## config.mk

```make
export PLATFORM = sky130hd
export DESIGN_NAME = timer_clk_ctrl
export DESIGN_NICKNAME = d
export VERILOG_FILES = /design/src/rtl/timer_clk_ctrl.sv
export SDC_FILE = /design/constraint.sdc
export NUM_CORES = 1
export LEC_CHECK = 0
export BUFFER_PORTS_ARGS = -buffer_cell sky130_fd_sc_hd__buf_2
export CAP_MARGIN = 20
export CORE_AREA = 5 5 42 44
export CTS_CLUSTER_DIAMETER = 30
export DETAILED_ROUTE_END_ITERATION = 8
export DIE_AREA = 0 0 47 49
export PLACE_DENSITY_LB_ADDON = 0.1
export SLEW_MARGIN = 20
export SYNTH_ARGS = -nofsm -noshare
export SYNTH_HDL_FRONTEND = slang
export SYNTH_SLANG_ARGS = --single-unit
```

## constraint.sdc

```tcl
create_clock -name pclk -period 1.4 [get_ports pclk]
set_input_delay 0.07 -clock pclk [delete_from_list [all_inputs] [get_ports pclk]]
set_output_delay 0.07 -clock pclk [all_outputs]
set_load 0.05 [all_outputs]
```

## src/rtl/timer_clk_ctrl.sv

```systemverilog
// timer_clk_ctrl
// -----------------------------------------------------------------------------
// Count-enable generator for the 8-bit APB timer. It sits directly upstream of
// the counter and turns pclk into a single-cycle count strobe at the rate chosen
// by the TCR clock-select field. A free-running prescaler supplies pclk/2, /4,
// /8 and /16 ticks. When TIMER_EXT_CLK_EN is defined, rising edges of an
// asynchronous external pin can also be selected. A timer pause gates the
// strobe here, so the counter itself never needs a separate hold input.
//
// Build option:
//   TIMER_EXT_CLK_EN  defined   : ext_clk synchronizer and edge detector are
//                                 built, and cks = 4 selects external edges.
//                     undefined : ext_clk is ignored, and cks = 4 behaves like
//                                 a reserved select (no strobes).
//   The port list is the same in both builds.
//
// Parameters:
//   PRE_W    prescaler width (must be >= 4 so that pclk/16 is reachable)
//
// Ports:
//   pclk     in   1      only clock; all state samples its rising edge
//   presetn  in   1      asynchronous active-low reset
//   tmr_en   in   1      timer enable from TCR (0 = paused)
//   cks      in   3      clock select: 0..3 = pclk/2,/4,/8,/16
//                        4 = external rising edge, 5..7 = reserved
//   ext_clk  in   1      external clock pin, asynchronous to pclk
//   cnt_en   out  1      registered one-pclk count strobe to the counter
//   pre_cnt  out  PRE_W  current prescaler value (debug visibility)
// -----------------------------------------------------------------------------
module timer_clk_ctrl #(
  parameter int unsigned PRE_W = 4
) (
  input  logic             pclk,
  input  logic             presetn,
  input  logic             tmr_en,
  input  logic [2:0]       cks,
  input  logic             ext_clk,
  output logic             cnt_en,
  output logic [PRE_W-1:0] pre_cnt
);

  // Clock-select encodings
  localparam logic [2:0] CksDiv2  = 3'd0;
  localparam logic [2:0] CksDiv4  = 3'd1;
  localparam logic [2:0] CksDiv8  = 3'd2;
  localparam logic [2:0] CksDiv16 = 3'd3;
  localparam logic [2:0] CksExt   = 3'd4;

  // ---------------------------------------------------------------------------
  // Prescaler
  // ---------------------------------------------------------------------------
  // Free-running counter. It deliberately ignores tmr_en and cks, so pausing or
  // reselecting the source never shifts the divider phase.
  logic [PRE_W-1:0] pre_cnt_q, pre_cnt_d;

  always_comb begin
    pre_cnt_d = pre_cnt_q + PRE_W'(1);
  end

  always_ff @(posedge pclk or negedge presetn) begin
    if (!presetn) begin
      pre_cnt_q <= '0;
    end else begin
      pre_cnt_q <= pre_cnt_d;
    end
  end

  // ---------------------------------------------------------------------------
  // Internal divider ticks
  // ---------------------------------------------------------------------------
  // For select k, the tick fires when the low k+1 prescaler bits are all ones.
  // This gives exactly one single-cycle tick per 2^(k+1) pclk cycles.
  logic tick_div2, tick_div4, tick_div8, tick_div16;

  always_comb begin
    tick_div2  = pre_cnt_q[0];
    tick_div4  = &pre_cnt_q[1:0];
    tick_div8  = &pre_cnt_q[2:0];
    tick_div16 = &pre_cnt_q[3:0];
  end

  // ---------------------------------------------------------------------------
  // External edge tick
  // ---------------------------------------------------------------------------
  logic tick_ext;

`ifdef TIMER_EXT_CLK_EN
  // s1/s2 form the two-flop synchronizer. s3 holds the previous synchronized
  // level, so s2 & ~s3 is high for exactly one cycle per ext_clk rising edge.
  logic ext_s1_q, ext_s2_q, ext_s3_q;

  always_ff @(posedge pclk or negedge presetn) begin
    if (!presetn) begin
      ext_s1_q <= 1'b0;
      ext_s2_q <= 1'b0;
      ext_s3_q <= 1'b0;
    end else begin
      ext_s1_q <= ext_clk;
      ext_s2_q <= ext_s1_q;
      ext_s3_q <= ext_s2_q;
    end
  end

  always_comb begin
    tick_ext = ext_s2_q & ~ext_s3_q;
  end
`else
  // No synchronizer in this build. The pin stays on the port list but drives
  // nothing.
  logic unused_ext_clk;

  always_comb begin
    unused_ext_clk = ext_clk;
    tick_ext       = 1'b0;
  end
`endif

  // ---------------------------------------------------------------------------
  // Source select
  // ---------------------------------------------------------------------------
  // Every source is already a single-cycle pulse, so changing cks can neither
  // stretch a strobe nor produce a double strobe. Reserved codes select nothing
  // and raise no error.
  logic tick;

  always_comb begin
    tick = 1'b0;
    case (cks)
      CksDiv2:  tick = tick_div2;
      CksDiv4:  tick = tick_div4;
      CksDiv8:  tick = tick_div8;
      CksDiv16: tick = tick_div16;
      CksExt:   tick = tick_ext;
      default:  tick = 1'b0;
    endcase
  end

  // ---------------------------------------------------------------------------
  // Output strobe
  // ---------------------------------------------------------------------------
  // tmr_en is sampled on the same edge as the tick. A tick that arrives while
  // the timer is paused is dropped, not queued.
  logic cnt_en_q, cnt_en_d;

  always_comb begin
    cnt_en_d = tmr_en & tick;
  end

  always_ff @(posedge pclk or negedge presetn) begin
    if (!presetn) begin
      cnt_en_q <= 1'b0;
    end else begin
      cnt_en_q <= cnt_en_d;
    end
  end

  assign cnt_en  = cnt_en_q;
  assign pre_cnt = pre_cnt_q;

endmodule

```

; ---- Yosys cells after proc, flatten, opt, wreduce, memory -nomap -nowiden
; Cells that the tools add are included.
[totals]
word_cells = 12
out_inout_bits = 5
reg_bits = 5
inputBits = 7
[classes]
n_mux = 1
eq_ne = 3
bitwise_logic = 1
reduce_logical = 4
addsub = 1
[ops]
columns = cell, count
row1 = "== test 3 x 2 -> 1 bit, second input constant", 2
row2 = "adder 4 x 1 -> 4 bit, second input constant", 1
row3 = case mux 1 bit (4 select lines), 1
row4 = AND reduction 4 bit, 1
row5 = "== test 3 x 1 -> 1 bit, second input constant", 1
row6 = logical NOT 3 bit, 1
row7 = AND reduction 3 bit, 1
row8 = AND reduction 2 bit, 1
row9 = bitwise AND 1 bit, 1

; ---- Logic depth before layout (Yosys ltp)
[logic_depth]
depth_word = 3
ltp_mapped = 4
ltp_nobuf = 4

; ---- Worst setup path before layout
; Ideal clock, no wire load.
[synth_timing]
path_type = reg2reg
start = register pre_cnt_q[0] (netlist: pre_cnt[0])
end = register cnt_en_q (netlist: cnt_en)
path_slack_ns = 0.018
stages_incl_launch_ff = 5
t_required_ns = 1.273
setup_ns = 0.127
path_buffers = 0
t_arrival_ns = 1.254
period_less_slack_ns = 1.382
path_cell_list = dfrtp_1 ha_1 ha_1 mux2i_1 o22ai_1
[synth_between]
elab_chain_len = 3
elab_cells_between_ends = 5
classes_between = 1 x mux / 1 x bitwise / 3 x reduce/logical
[synth_lines]
columns = item, line_no
row1 = "start, declared", 54  ; logic [PRE_W-1:0] pre_cnt_q, pre_cnt_d;
row2 = "start signal, assigned", 64  ; pre_cnt_q <= pre_cnt_d;
row3 = AND reduction 4 bit (tied with other cells), 79  ; tick_div16 = &pre_cnt_q[3:0];
row4 = case mux 1 bit (4 select lines) (*), 128  ; case (cks)
row5 = bitwise AND 1 bit (*), 146  ; cnt_en_d = tmr_en & tick;
row6 = net cnt_en_d, 143  ; logic cnt_en_q, cnt_en_d;
row7 = "end signal, assigned", 153  ; cnt_en_q <= cnt_en_d;
row8 = "end, declared", 143
; Mark *: on every way through the listed nets, which the timed path passes. The rest lies on a longest branch.

; ---- Worst setup path in the final report
; Ends and elaborated chain as after synthesis.

==> flow_metrics.tcl <==
set metrics [dict create \
    fin_crit_sh 0.847 \
    finalHoldViolations 0 \
    synth_area_sq_um 221 \
    die_y_microns 49 \
    critPathTopFamily "flip-flops" \
    reg2reg_from "pre_cnt[0]$_DFF_PN0_" \
    clk_latency_ns 0.24 \
    crit_slowest_cell "dfrtp_1" \
    top_layer_used "met3" \
    fmax_mhz 844 \
    drv_cap 0 \
    setup-violations-final 0 \
    wire_per_inst_microns 9.96 \
    final.fill_count 166 \
    tightest_slew_ns 0.250 \
    nets 42 \
    ant_nets 0 \
    max-vdd-ir-drop_uv 301 \
    rrSetupSlack_ns 0.21 \
    whs_ns 0.114 \
    final_cell_mix "buf_2, dfrtp_1, ha_1, clkbuf_4" \
    area_delta_synth_final_pct 48.0 \
    start_util 0.158 \
    synth_nets 26 \
    ctsHtreeMaxLevel 1 \
    routed_wl_microns 468 \
    power_density_nw_per_um2 1000 \
    end_kind "flop" \
    startpoint "pre_cnt[0]$_DFF_PN0_" \
    wl_met3_microns 81 \
    rsz0062_at_grt "false" \
    pre_cts_slack_ns 0.197 \
    die_w_microns 47 \
    setup_slack_ns 0.215 \
    ctsLongestPathBuffers 2 \
    relSlewSlack 0.834 \
    drc 0 \
    p_leak_uw 0.000180 \
    core_sq_um 1400 \
    pin_count 12 \
    route.met2.wl_microns 219 \
    gp_congestion 0.592 \
    tns_ns 0 \
    final-max-slew-violation-count 0 \
    rows 14 \
    postSynthCellCount 16 \
    grt_pass1_vias 181 \
    hold_start "cks[2]" \
    crit_fanout 6 \
    crit_path_frequent_cell "ha_1" \
    cts_sinks 5 \
    grt_max_degree 7 \
    path_buf_inv 0 \
    final_area_sq_um 328 \
    synth_seq_cells 5 \
    fin_skew_ns 0.00497 \
    grt_pass1_wl_microns 800 \
    cpPeakStageDelay_ns 0.43 \
    vias_per_cell 3.79 \
    crit_chain "ha_1 -> ha_1 -> mux2i_1 -> o22ai_1" \
    final_util 0.234 \
    antenna_found_initial 0 \
    wl_met1_microns 166 \
    final_common_cell "buf_2" \
    overflow 0 \
    cts_buffers 3 \
    critPathRequiredTime_ns 1.52 \
    clk_pin_slew_ns 0.05 \
    initialDrtViolationCount 1 \
    synth.distinct_cells 10 \
    num_vias 178 \
    yosysSeqAreaShare 0.565 \
    critPathKind "flop to flop" \
    clock-root-buffer "clkbuf_4" \
    dpl_cell_area_sq_um 292 \
    die_area_sq_um 2300 \
    drtPass1Iterations 2 \
    status "finished clean" \
    drive_above_1_share 0.419 \
    cts_tree "built" \
    arrival_ns 1.30 \
    diodes 0 \
    port_buffers 10 \
    crit_path_start_kind "flop" \
    synth_area_per_cell_sq_um 13.8 \
    min_period_ns 1.19 \
    cts_repair_resize_count 0 \
    hold_class "input pin to flop" \
    grt_use_total 0.0545 \
    yosysWarnings 0 \
]
stage by stage:
step / total power [uW] / cells
6_report: 328 / 47
5_1_grt: 361 / 47
4_1_cts: 343 / 47
3_5_place_dp: 163 / 42
3_3_place_gp: 163 / 42
2_1_floorplan: 152 / 16
path summary, 6_finish.rpt:
path | endpoint | depth (start not counted)
min | cnt_en$_DFF_PN0_ | 3
min in group asynchronous | pre_cnt[3]$_DFF_PN0_ | 2
max | cnt_en$_DFF_PN0_ | 4
min reg2reg | pre_cnt[3]$_DFF_PN0_ | 1
max in group asynchronous | pre_cnt[0]$_DFF_PN0_ | 2
max reg2reg | cnt_en$_DFF_PN0_ | 4
sequential cells by signal, summed over array words and instances, names as in the netlist:
register,cells
pre_cnt,4
cnt_en,1
metal layers:
metal,vias to the layer above,GRT usage
li1,87,-
met2,9,0.0611
met1,82,0.0601
met4,0,0.0276
met5,-,0
met3,0,0.0627
worst reg2reg max path: cells and delay by family, from the launching register on:
| kind | cells | cell delay, ns |
|---|---|---|
| fa+ha+maj | 2 | 0.39 |
| mux | 1 | 0.14 |
| flops | 1 | 0.43 |
| compound gates | 1 | 0.10 |
cells by family (layout without fill, tap and decap cells):
group	count (synthesis)	after routing	synth area share
adders and majority gates	3	3	0.170
xor gates and xnor gates	1	1	0.0396
buffers and inverters	1	16	0.0169
DFF	5	5	0.565
and+or+nand+nor	3	3	0.102
muxes	1	1	0.0452
AOI/OAI and AO/OA	2	2	0.0622
final cells by class:
| cell class | instances | area [sq um] | share of cell area |
|---|---|---|---|
| sequential | 5 | 125 | 0.382 |
| timing repair buffer | 11 | 60.1 | 0.183 |
| inverter | 1 | 3.75 | 0.0115 |
| clock buffer | 4 | 26.3 | 0.0802 |
| tap | 16 | 20.0 | 0.0611 |
| multi-input combinational | 10 | 92.6 | 0.282 |
Yosys cell counts (all sizes together):
cell type / count / area share
ha: 3 / 0.17
nand3: 1 / 0.023
nand4b: 1 / 0.040
or3b: 1 / 0.040
a21boi: 1 / 0.034
o22ai: 1 / 0.028
inv: 1 / 0.017
mux2i: 1 / 0.045
xnor2: 1 / 0.040
dfrtp: 5 / 0.56
power breakdown:
group | switching [uW] | internal, uW | total, uW
Sequential | 0 | 145 | 145
Clock | 58.3 | 108 | 166
Combinational | 7.00 | 10.1 | 17.1
Total | 65.3 | 263 | 328
timing repair:
item | 4_1_cts | 5_1_grt
hold buffers | 1 | 0
buffers inserted | 0 | 0
hold endpoints to repair | 5 | 0
Note: power is estimated with default switching activity, not from simulation.
